`config.mk`:
```
export PLATFORM = sky130hd
export DESIGN_NAME = axi_lite_master
export DESIGN_NICKNAME = d
export VERILOG_FILES = /design/src/rtl/axi_lite_pkg.sv /design/src/rtl/axi_lite_hs_reg.sv /design/src/rtl/axi_lite_master.sv
export SDC_FILE = /design/constraint.sdc
export NUM_CORES = 1
export LEC_CHECK = 0
export BUFFER_PORTS_ARGS = -buffer_cell sky130_fd_sc_hd__buf_4
export CORE_ASPECT_RATIO = 0.6
export CORE_UTILIZATION = 52
export CTS_BUF_LIST = sky130_fd_sc_hd__clkbuf_4
export DETAILED_ROUTE_END_ITERATION = 6
export PLACE_DENSITY = 0.92
export SYNTH_ARGS = -nofsm -noshare
export SYNTH_HDL_FRONTEND = slang
export SYNTH_HIERARCHICAL = 1
export SYNTH_SLANG_ARGS = --single-unit
```
`constraint.sdc`:
```
create_clock -name ACLK -period 3 [get_ports ACLK]
set_clock_uncertainty 0.1 [all_clocks]
set_input_delay 0.15 -clock ACLK [delete_from_list [all_inputs] [get_ports ACLK]]
set_output_delay 0.15 -clock ACLK [all_outputs]
set_load 0.05 [all_outputs]
```
`src/rtl/axi_lite_pkg.sv`:
```
// Shared AXI4-Lite definitions: response codes, master state encoding, default widths.
// Latency: n/a (types and constants only).
// Backpressure: n/a.
package axi_lite_pkg;

    localparam int AXI_ADDR_W_DEF = 32;
    localparam int AXI_DATA_W_DEF = 32;

    localparam logic [1:0] RESP_OKAY   = 2'b00;
    localparam logic [1:0] RESP_EXOKAY = 2'b01;
    localparam logic [1:0] RESP_SLVERR = 2'b10;
    localparam logic [1:0] RESP_DECERR = 2'b11;

    typedef enum logic [2:0] {
        ST_IDLE    = 3'd0,
        ST_WR_REQ  = 3'd1,
        ST_WR_RESP = 3'd2,
        ST_RD_REQ  = 3'd3,
        ST_RD_RESP = 3'd4,
        ST_RSP     = 3'd5
    } mst_state_t;

endpackage

```
`src/rtl/axi_lite_hs_reg.sv`:
```
// VALID-hold cell for one AXI request channel: holds VALID and payload, flags completion.
// Latency: VALID rises the cycle after i_load; drops the cycle after the VALID&&READY edge.
// Backpressure: VALID and payload stay frozen while i_ready is low; done flag clears on next load.
module axi_lite_hs_reg #(
    parameter int W = 32
) (
    input  logic         i_clk,
    input  logic         i_rst,
    input  logic         i_load,
    input  logic [W-1:0] i_dat,
    input  logic         i_ready,
    output logic         o_valid,
    output logic [W-1:0] o_dat,
    output logic         o_fire,
    output logic         o_done
);

    logic         r_valid;
    logic         r_done;
    logic [W-1:0] r_dat;

    // Load payload and raise VALID; retire VALID into the done flag on handshake.
    always_ff @(posedge i_clk) begin
        if (i_rst) begin
            r_valid <= 1'b0;
            r_done  <= 1'b0;
            r_dat   <= '0;
        end else if (i_load) begin
            r_valid <= 1'b1;
            r_done  <= 1'b0;
            r_dat   <= i_dat;
        end else if (r_valid && i_ready) begin
            r_valid <= 1'b0;
            r_done  <= 1'b1;
        end
    end

    assign o_valid = r_valid;
    assign o_dat   = r_dat;
    assign o_fire  = r_valid & i_ready;
    assign o_done  = r_done;

endmodule

```
`src/rtl/axi_lite_master.sv`:
```
// Single-outstanding AXI4-Lite master: command/response port in, AW/W/B and AR/R channels out.
// Latency: request VALIDs rise the cycle after cmd accept; rsp_valid the cycle after the B/R handshake.
// Backpressure: cmd_ready only in IDLE; rsp_valid holds until rsp_ready; slave READY/VALID stalls freely.
module axi_lite_master
    import axi_lite_pkg::*;
#(
    parameter int ADDR_W = AXI_ADDR_W_DEF,
    parameter int DATA_W = AXI_DATA_W_DEF
) (
    input  logic                  ACLK,
    input  logic                  ARESET,
    // command side
    input  logic                  cmd_valid,
    output logic                  cmd_ready,
    input  logic                  cmd_write,
    input  logic [ADDR_W-1:0]     cmd_addr,
    input  logic [DATA_W-1:0]     cmd_wdata,
    input  logic [DATA_W/8-1:0]   cmd_wstrb,
    // response side
    output logic                  rsp_valid,
    input  logic                  rsp_ready,
    output logic                  rsp_write,
    output logic [DATA_W-1:0]     rsp_rdata,
    output logic [1:0]            rsp_resp,
    output logic                  busy,
    // write address
    output logic                  AWVALID,
    input  logic                  AWREADY,
    output logic [ADDR_W-1:0]     AWADDR,
    // write data
    output logic                  WVALID,
    input  logic                  WREADY,
    output logic [DATA_W-1:0]     WDATA,
    output logic [DATA_W/8-1:0]   WSTRB,
    // write response
    input  logic                  BVALID,
    output logic                  BREADY,
    input  logic [1:0]            BRESP,
    // read address
    output logic                  ARVALID,
    input  logic                  ARREADY,
    output logic [ADDR_W-1:0]     ARADDR,
    // read data
    input  logic                  RVALID,
    output logic                  RREADY,
    input  logic [DATA_W-1:0]     RDATA,
    input  logic [1:0]            RRESP
);

    localparam int STRB_W = DATA_W / 8;

    mst_state_t r_state;
    mst_state_t w_state_nxt;

    logic                     w_cmd_acc;
    logic                     w_ld_wr;
    logic                     w_ld_rd;
    logic                     w_aw_fire;
    logic                     w_aw_done;
    logic                     w_w_fire;
    logic                     w_w_done;
    logic                     w_ar_fire;
    logic                     w_ar_done;
    logic [DATA_W+STRB_W-1:0] w_w_dat;

    logic                     r_rsp_write;
    logic [DATA_W-1:0]        r_rsp_rdata;
    logic [1:0]               r_rsp_resp;

    // A command is taken only while idle; its direction picks which channels get loaded.
    assign w_cmd_acc = (r_state == ST_IDLE) && cmd_valid;
    assign w_ld_wr   = w_cmd_acc & cmd_write;
    assign w_ld_rd   = w_cmd_acc & ~cmd_write;

    axi_lite_hs_reg #(.W(ADDR_W)) u_aw (
        .i_clk   (ACLK),
        .i_rst   (ARESET),
        .i_load  (w_ld_wr),
        .i_dat   (cmd_addr),
        .i_ready (AWREADY),
        .o_valid (AWVALID),
        .o_dat   (AWADDR),
        .o_fire  (w_aw_fire),
        .o_done  (w_aw_done)
    );

    axi_lite_hs_reg #(.W(DATA_W + STRB_W)) u_w (
        .i_clk   (ACLK),
        .i_rst   (ARESET),
        .i_load  (w_ld_wr),
        .i_dat   ({cmd_wdata, cmd_wstrb}),
        .i_ready (WREADY),
        .o_valid (WVALID),
        .o_dat   (w_w_dat),
        .o_fire  (w_w_fire),
        .o_done  (w_w_done)
    );

    assign {WDATA, WSTRB} = w_w_dat;

    axi_lite_hs_reg #(.W(ADDR_W)) u_ar (
        .i_clk   (ACLK),
        .i_rst   (ARESET),
        .i_load  (w_ld_rd),
        .i_dat   (cmd_addr),
        .i_ready (ARREADY),
        .o_valid (ARVALID),
        .o_dat   (ARADDR),
        .o_fire  (w_ar_fire),
        .o_done  (w_ar_done)
    );

    // State register; reset abandons any transaction in flight.
    always_ff @(posedge ACLK) begin
        if (ARESET) begin
            r_state <= ST_IDLE;
        end else begin
            r_state <= w_state_nxt;
        end
    end

    // Next-state and state-decoded handshake outputs; B/R are only accepted in their response states.
    always_comb begin
        w_state_nxt = r_state;
        cmd_ready   = 1'b0;
        BREADY      = 1'b0;
        RREADY      = 1'b0;
        rsp_valid   = 1'b0;
        busy        = 1'b1;
        case (r_state)
            ST_IDLE: begin
                cmd_ready = 1'b1;
                busy      = 1'b0;
                if (cmd_valid) begin
                    w_state_nxt = cmd_write ? ST_WR_REQ : ST_RD_REQ;
                end
            end
            ST_WR_REQ: begin
                // AW and W finish independently; leave once both have handshaken.
                if ((w_aw_done || w_aw_fire) && (w_w_done || w_w_fire)) begin
                    w_state_nxt = ST_WR_RESP;
                end
            end
            ST_WR_RESP: begin
                BREADY = 1'b1;
                if (BVALID) begin
                    w_state_nxt = ST_RSP;
                end
            end
            ST_RD_REQ: begin
                if (w_ar_done || w_ar_fire) begin
                    w_state_nxt = ST_RD_RESP;
                end
            end
            ST_RD_RESP: begin
                RREADY = 1'b1;
                if (RVALID) begin
                    w_state_nxt = ST_RSP;
                end
            end
            ST_RSP: begin
                rsp_valid = 1'b1;
                if (rsp_ready) begin
                    w_state_nxt = ST_IDLE;
                end
            end
            default: begin
                w_state_nxt = ST_IDLE;
            end
        endcase
    end

    // Response payload: direction latched at accept, status/data captured on the B or R handshake.
    always_ff @(posedge ACLK) begin
        if (ARESET) begin
            r_rsp_write <= 1'b0;
            r_rsp_rdata <= '0;
            r_rsp_resp  <= RESP_OKAY;
        end else begin
            if (w_cmd_acc) begin
                r_rsp_write <= cmd_write;
            end
            if (r_state == ST_WR_RESP && BVALID) begin
                r_rsp_resp  <= BRESP;
                r_rsp_rdata <= '0;
            end
            if (r_state == ST_RD_RESP && RVALID) begin
                r_rsp_resp  <= RRESP;
                r_rsp_rdata <= RDATA;
            end
        end
    end

    assign rsp_write = r_rsp_write;
    assign rsp_rdata = r_rsp_rdata;
    assign rsp_resp  = r_rsp_resp;

endmodule

```
* Word level (Yosys, flattened, before mapping)
Cells that the tools add are included.
W data, S select, Z words.
** Cells by class
- $mul :: 0
- Mux-type cells :: 23
- Eq/ne operators :: 11
- $add $sub $neg :: 0
- Reduce and logical (&&, ||, !) cells :: 18
- Order comparisons :: 0
- Bitwise logic cells :: 6
- Div/mod/pow operators :: 0
- Shifts and indexed selects :: 0
** Operators by type and width (number)
- $mux W32 :: 2
- $mux W3 :: 6
- $pmux W3 S6 :: 1
- $ne A2 B2 Y1 const B :: 6
- $mux W1 :: 11
- $reduce_bool A2 Y1 :: 4
- $logic_and A1 B1 Y1 :: 7
- $eq A3 B2 Y1 const B :: 2
- $eq A3 B3 Y1 const B :: 2
- $mux W2 :: 3
- $reduce_and A6 Y1 :: 1
- $and A1 B1 Y1 :: 5
- $reduce_or A2 Y1 :: 2
- $eq A3 B1 Y1 const B :: 1
- $logic_not A3 Y1 :: 1
- $logic_or A1 B1 Y1 :: 3
- $not A1 Y1 :: 1
** Word-level totals
- Latch bits :: 0
- Memory bits (writable) :: 0
- Output and inout port bits :: 143
- Register bits after elaboration :: 144
- Logic and storage cells :: 71
- Memories kept :: 0
- Input bits :: 114
- Bits in read-only memories :: 0

* Depth between registers and ports, before layout
Gate-level depths: netlist (run 1).
- Depth after elaboration :: 5
- Mapped depth :: 8
- Mapped depth without buffers :: 5

* Modules after synthesis
Netlist (run 1), hierarchy kept.
** By module, submodules not included
- axi_lite_hs_reg (u_ar ...) :: seq. area each 680.7 sq um, area each 1241.2 sq um, cells an instance 112, times used 2
- axi_lite_master :: seq. area each 760.7 sq um, area each 1574.0 sq um, cells an instance 197, times used 1
- axi_lite_hs_reg (u_w) :: seq. area each 760.7 sq um, area each 1353.8 sq um, cells an instance 124, times used 1

* Least setup slack after synthesis (run 1)
OpenSTA, ideal clock, no wires.
- Kind :: reg2reg
- Start :: reg r_state[0]
- End :: reg u_w.r_dat[21], in the netlist u_w/o_dat[21]
- Path slack :: 127 ps
- Required time :: 2772 ps
- Stages on the path, launching flop included :: 9
- Period minus slack after synthesis :: 2873 ps
- Arrival :: 2645 ps
- Library setup time :: 128 ps
- Buffers on the path :: 3
- Cells stage by stage :: dfxtp_1 -> clkbuf_1 -> nor3_1 -> nand3_1 -> inv_1 -> buf_6 -> buf_8 -> mux2i_1 -> nor2_1
** Between the ends
- Word-level cells in the longest chain between the ends :: 3
** RTL lines
- start, declared :: RTL line axi_lite_master.sv:52 : mst_state_t r_state;
- start signal, assigned :: RTL line axi_lite_master.sv:118 : r_state <= w_state_nxt;
- $logic_not A3 Y1 :: RTL line axi_lite_master.sv:71 : assign w_cmd_acc = (r_state == ST_IDLE) && cmd_valid;
- $logic_and A1 B1 Y1 :: RTL line axi_lite_master.sv:71
- $and A1 B1 Y1 :: RTL line axi_lite_master.sv:72 : assign w_ld_wr = w_cmd_acc & cmd_write;
- named net w_ld_wr :: RTL line axi_lite_master.sv:56 : logic w_ld_wr;
- end signal, assigned :: RTL line axi_lite_hs_reg.sv:31 : r_dat <= i_dat;
- end, declared :: RTL line axi_lite_hs_reg.sv:20 : logic [W-1:0] r_dat;
The timed path passes the listed nets, and every way through them passes these cells.
A chain may end at the register's enable or synchronous reset.

* Worst setup path in the final report (run 1)
- Start :: reg r_state[0]
- End :: reg u_ar.r_dat[5], in the netlist u_ar/o_dat[5]
** Between the ends
- Word-level cells in the longest chain between the ends :: 3
** RTL lines
- $logic_not A3 Y1 :: RTL line axi_lite_master.sv:71
- $logic_and A1 B1 Y1 :: RTL line axi_lite_master.sv:71
- $and A1 B1 Y1 :: RTL line axi_lite_master.sv:73 : assign w_ld_rd = w_cmd_acc & ~cmd_write;
- named net w_ld_rd :: RTL line axi_lite_master.sv:57 : logic w_ld_rd;
- end signal, assigned :: RTL line axi_lite_hs_reg.sv:31
- end, declared :: RTL line axi_lite_hs_reg.sv:20
The timed path passes the listed nets, and every way through them passes these cells.

==> run metrics, run 1 <==
CTS sink cnt 144; Crit. End Element flop; Final Cycle Share 0.882; syn_area_per_cell 9.93 um^2; grt ovf 0; via count 5595; # hold bufs at CTS 114; Worst IR Drop VDD 0.000349 V; TritonCTS Buffers 17; Total Routing Usage GR 0.367; Slew headroom 0.435; placed insts 900; drt wl/cell 19.2 um; Final HPWL DP 10.7 mm; worst slack at placement 690 ps; routability congestion estimate 0.804; Filler Cell Count 447; worst setup path category flop to flop; die span in x 134 um; syn_nets 659; Max Clk Rate 378 MHz; Core ar. 0.00998 mm^2; total negative slack 0 ps; Synth cell types 35; Top-Level Pins 257; Pwr Total 4.57 mW; final setup fails 0; via/cell ratio 5.34; Max Root-Sink Buffers 2; worst-margin pin slew 848 ps; H-tree Lvls 4; CTS tree done; vias in the first global route 5745; status finished, final reports clean; DP Area 0.00730 mm^2; share of post-route cells with drive strength above 1 0.329; Reg clk slew, reported paths 130 ps; Setup Buffers After CTS 0; crit-path leading delay family simple AND/OR/NAND/NOR gates; DRC violations left 0; Buf/Inv on CP 1; starting density of the core 0.542; Slowest cell on crit path or4b_1; worst endpoint required time 3310 ps; Tmin final 2650 ps; PostCTS Resize Cnt 0; Critical Path AT 2950 ps; Final WS setup 354 ps; reg-to-reg endpoint u_ar/o_dat[5]$_SDFFE_PP0P_; Min-Delay Path Class primary input to flop; CP max FO 16; reg2reg path depth 5; Iteration-0 DRC Markers 301; Final Instance Area 0.00878 mm^2; hold slack final 41.7 ps; chip height 81.0 um; largest net degree at the start of global routing 83; CP Launch Point r_state[0]$_SDFFE_PP0P_; fin. max-slew vios 0; Synth warnings 6; DIE AREA 0.0108 mm^2; CTS root buf clkbuf_4; Seq cells post-synth 144; fin util 0.879; register area share after synthesis 0.533; Post-Syn Instances 545; worst-skew pair later-pin latency 530 ps; Final nets 1012; CP startpoint kind flop; initial antenna violation count 1; PortBufs 256; first-pass GRT wire length 29.9 mm; crit-path cells or4b_1 > nor2_4 > mux2i_1 > dlygate4sd3_1 > nor2_1; non-filler instance count after layout 1047; Site Rows 28; reg-to-reg startpoint r_state[0]$_SDFFE_PP0P_; TritonRoute pass-1 iters 7; area grow syn2layout 62.3%; reg-to-reg setup timing slack 350 ps; Crit path depth 5; final hold vios 0; Critical Path Max Stage Delay 630 ps; RSZ-0062 raised after global routing no; Max Cap Violations 0; leakage 3.82 nW; power per cell area 520 mW/mm^2; Post-DRT Antenna Nets 0; worst setup path endpoint u_ar/o_dat[5]$_SDFFE_PP0P_; Post-Syn Area 0.00541 mm^2; final WL 20.1 mm
power breakdown:
group,leakage (nW),internal [mW],switching [mW]
Sequential,1.17,2.00,0.0687
Combinational,2.47,0.431,0.605
Clock,0.186,0.767,0.697
Total,3.82,3.20,1.37
flip-flops by register name (all words and copies together), names as in the netlist:
signal        count
u_w/o_dat        36
rsp_rdata        32
u_ar/o_dat       32
u_aw/o_dat       32
r_state           3
rsp_resp          2
rsp_write         1
u_ar/o_done       1
u_ar/o_valid      1
u_aw/o_done       1
u_aw/o_valid      1
u_w/o_done        1
u_w/o_valid       1
routing by layer:
layer | GRT usage | share of wire | up-vias
li1 | - | - | 2540
met1 | 0.378 | 0.36 | 2653
met2 | 0.668 | 0.51 | 313
met3 | 0.109 | 0.081 | 89
met4 | 0.238 | 0.048 | 0
met5 | 0 | 0 | -
worst min path at each step:
stage / from / endpoint / slack, ps / cells after the start
after global routing: RVALID / r_state[0]$_SDFFE_PP0P_ / 50 / 3
after floorplan: RDATA[0] / rsp_rdata[0]$_SDFFE_PP0P_ / 190 / 2
after detailed placement: cmd_wdata[15] / u_w/o_dat[19]$_SDFFE_PP0P_ / 300 / 3
after CTS: RVALID / r_state[0]$_SDFFE_PP0P_ / 10 / 3
final: RVALID / r_state[0]$_SDFFE_PP0P_ / 40 / 3
after global placement: cmd_wdata[14] / u_w/o_dat[18]$_SDFFE_PP0P_ / 280 / 3
placed cells by master, fill, tap and decap left out, types with 2 or more instances in the layout:
cell / synthesis / layout
nand3_1: 35 / 35
nor2_1: 104 / 103
nand2b_1: 3 / 3
clkinv_1: 0 / 2
clkbuf_4: 0 / 20
clkinv_4: 0 / 2
inv_1: 7 / 6
a22oi_1: 2 / 2
clkinv_2: 0 / 3
nand4bb_1: 2 / 2
nor3_1: 6 / 6
buf_4: 1 / 259
mux2i_1: 100 / 100
and2_1: 4 / 4
buf_12: 6 / 4
dfxtp_1: 144 / 144
nand2_1: 36 / 36
a21oi_1: 42 / 42
dlygate4sd3_1: 0 / 114
bufinv_16: 0 / 5
cell type report:
type                    count  area, um^2  area share
repair buffers            377        3170       0.361
flip-flops and latches    144        2880       0.328
multi-input cells         350        2190       0.249
clock inverters            12         190      0.0217
well taps                 135         169      0.0192
clock buffers              20         150      0.0171
inverters                   8        32.5     0.00371
diodes                      1        2.50    0.000285
synth_stat cells:
cell type | n | share of area
nor3b_1 | 1 | 0.0014
nand4bb_1 | 2 | 0.0042
and2_1 | 4 | 0.0046
a22o_1 | 1 | 0.0016
inv_2 | 1 | 0.00069
nor3_1 | 6 | 0.0056
nor2_1 | 104 | 0.072
or4b_1 | 1 | 0.0019
buf_8 | 2 | 0.0056
o2111ai_1 | 1 | 0.0016
nand2b_1 | 3 | 0.0035
a22oi_1 | 2 | 0.0028
o22ai_1 | 1 | 0.0012
mux2i_1 | 100 | 0.19
buf_4 | 1 | 0.0014
nand3_1 | 35 | 0.032
a21oi_1 | 42 | 0.039
buf_2 | 20 | 0.019
a2bb2oi_1 | 1 | 0.0016
buf_6 | 3 | 0.0062
o21ai_0 | 1 | 0.00092
nor4bb_1 | 1 | 0.0019
mux2_2 | 1 | 0.0021
and4bb_2 | 1 | 0.0023
inv_1 | 7 | 0.0049
clkbuf_1 | 11 | 0.0076
buf_12 | 6 | 0.022
or3b_1 | 1 | 0.0016
nand2_1 | 36 | 0.025
a221oi_1 | 1 | 0.0016
and2b_1 | 1 | 0.0014
or3b_2 | 1 | 0.0016
a311oi_1 | 1 | 0.0016
dfxtp_1 | 144 | 0.53
a32o_1 | 1 | 0.0019
worst register-to-register path: cells and delay by family, from the launching register on:
kind	cells	cell delay (ps)
buf+inv	1	570
flops	1	480
mux	1	280
simple gates	3	1110
cells by family after synthesis:
logic type | synth area share
compound gates | 0.0537
buf+inv | 0.0671
flops | 0.533
mux | 0.187
simple gates | 0.159
Note: power is estimated with default switching activity, not from simulation.
==> run 2: changes to the inputs <==
--- a/config.mk
+++ b/config.mk
@@ -6,7 +6,6 @@
 export NUM_CORES = 1
 export LEC_CHECK = 0
 export BUFFER_PORTS_ARGS = -buffer_cell sky130_fd_sc_hd__buf_4
-export CORE_ASPECT_RATIO = 0.6
 export CORE_UTILIZATION = 52
 export CTS_BUF_LIST = sky130_fd_sc_hd__clkbuf_4
 export DETAILED_ROUTE_END_ITERATION = 6
==> run metrics, run 2 (synthesis results as in run 1) <==
status finished, final reports clean (unchanged); Filler Cell Count 427 (was 447); Slew headroom 0.418 (was 0.435); Tmin final 2850 ps (was 2650 ps); CTS root buf clkbuf_4 (unchanged); starting density of the core 0.546 (was 0.542); DRC violations left 0 (unchanged); die span in x 104 um (was 134 um); chip height 104 um (was 81.0 um); Setup Buffers After CTS 0 (unchanged); routability congestion estimate 0.798 (was 0.804); power per cell area 506 mW/mm^2 (was 520 mW/mm^2); Top-Level Pins 257 (unchanged); via count 5748 (was 5595); Site Rows 36 (was 28); area grow syn2layout 63.4% (was 62.3%); most frequent cells in the layout 262 x buf_4, 144 x dfxtp_1, 123 x dlygate4sd3_1, 103 x nor2_1, 100 x mux2i_1 (was 259 x buf_4, 144 x dfxtp_1, 114 x dlygate4sd3_1, 103 x nor2_1, 100 x mux2i_1); PortBufs 256 (unchanged); Critical Path Max Stage Delay 640 ps (was 630 ps); Clock power frac 0.306 (was 0.321); most common cell after layout, fill and taps aside buf_4 (unchanged); vias in the first global route 6121 (was 5745); Psw 1.38 mW (was 1.37 mW); initial antenna violation count 2 (was 1); RSZ-0062 raised after global routing no (unchanged); Crit. End Element flop (unchanged); drt wl/cell 19.6 um (was 19.2 um); Slowest cell on crit path or4b_1 (unchanged); largest net degree at the start of global routing 64 (was 83); worst-margin pin slew 872 ps (was 848 ps); total negative slack 0 ps (unchanged); fin. max-slew vios 0 (unchanged); reg2reg path depth 6 (was 5); max reg flops 36 (unchanged); hold-critical path depth 4 (was 3); Iteration-0 DRC Markers 346 (was 301); TritonRoute pass-1 iters 7 (unchanged); grt ovf 0 (unchanged); CTS sink cnt 144 (unchanged); Worst IR Drop VDD 0.000360 V (was 0.000349 V); Final Cycle Share 0.949 (was 0.882); worst endpoint required time 3340 ps (was 3310 ps); DIE AREA 0.0108 mm^2 (about the same); Min-Delay Path Class primary input to flop (unchanged); worst setup path category flop to flop (unchanged); crit-path cells or4b_1 > nor2_4 > buf_4 > mux2i_1 > nor2_1 > dlygate4sd3_1 (was or4b_1 > nor2_4 > mux2i_1 > dlygate4sd3_1 > nor2_1); final WL 20.7 mm (was 20.1 mm); Max Root-Sink Buffers 2 (unchanged); CP max FO 34 (was 16); Max Clk Rate 351 MHz (was 378 MHz); first-pass GRT wire length 32.0 mm (was 29.9 mm); Gate power share 0.233 (was 0.227); Core ar. 0.00991 mm^2 (was 0.00998 mm^2); leakage 3.84 nW (was 3.82 nW); Critical Path AT 3180 ps (was 2950 ps); TritonCTS Buffers 17 (unchanged); final hold vios 0 (unchanged); share of post-route cells with drive strength above 1 0.326 (was 0.329); Final HPWL DP 10.7 mm (about the same); Reg clk slew, reported paths 130 ps (about the same); H-tree Lvls 4 (unchanged); worst-skew pair later-pin latency 550 ps (was 530 ps); final setup fails 0 (unchanged); CP startpoint kind flop (unchanged); sw frac 0.308 (was 0.300); hold slack final 311 ps (was 41.7 ps); sequential share of power 0.462 (was 0.453); Int Pwr 3.10 mW (was 3.20 mW); non-filler instance count after layout 1056 (was 1047); Total Routing Usage GR 0.381 (was 0.367); via/cell ratio 5.44 (was 5.34); CTS tree done (unchanged); Post-DRT Antenna Nets 0 (unchanged); Final nets 1023 (was 1012); Max Cap Violations 0 (unchanged); placed insts 900 (unchanged)
[run 2: routing by layer]
metal / share of wire / track usage / up-vias
met5: 0 / 0 / -
met4: 0.067 / 0.278 / 0
met3: 0.063 / 0.0990 / 109
met2: 0.52 / 0.686 / 348
met1: 0.35 / 0.378 / 2729
li1: - / - / 2562
[run 2: final cells by class]
class                   count  area, um^2  share of cell area
well taps                 133         166              0.0188
multi-input cells         350        2190               0.247
clock buffers              19         143              0.0161
inverters                   8        31.3             0.00354
flip-flops and latches    144        2880               0.326
diodes                      2        5.00            0.000566
clock inverters            12         168              0.0190
repair buffers            388        3260               0.369
[run 2: critical path, delay by kind of cell (launching register included)]
family	cells	cell delay [ps]
DFF	1	490
and+or+nand+nor	3	800
muxes	1	260
buffers and inverters	2	1080
[run 2: power by group through the flow]
stage / sequential, mW / clock (mW) / combinational, mW
5_1_grt: 2.08 / 1.46 / 1.08
3_3_place_gp: 2.09 / 0 / 0.852
4_1_cts: 2.06 / 1.35 / 1.00
3_5_place_dp: 2.10 / 0 / 0.876
6_report: 2.07 / 1.37 / 1.04
2_1_floorplan: 2.36 / 0 / 0.313
[run 2: final timing paths]
path                                 start                          end  slack, ps
hold reg to reg   rsp_resp[0]$_SDFFE_PP0P_     rsp_resp[0]$_SDFFE_PP0P_        380
setup reg to reg   r_state[0]$_SDFFE_PP0P_  u_ar/o_dat[23]$_SDFFE_PP0P_        150
setup / recovery   r_state[0]$_SDFFE_PP0P_  u_ar/o_dat[23]$_SDFFE_PP0P_        150
hold / removal               cmd_wdata[31]   u_w/o_dat[35]$_SDFFE_PP0P_        310
[run 2: metrics by stage]
stage	setup slack [ps]	area [um^2]	power, mW	util
4_1_cts	226	8840	4.41	0.892
3_5_place_dp	748	7290	2.97	0.736
2_1_floorplan	127	5410	2.67	-
6_report	152	8840	4.48	0.892
5_1_grt	36.8	8840	4.62	0.892
3_3_place_gp	807	7290	2.95	0.736
[run 2: timing repair]
action	CTS	global route
gates resized for setup	0	0
endpoints found under the hold margin	144	0
hold buffers	123	0
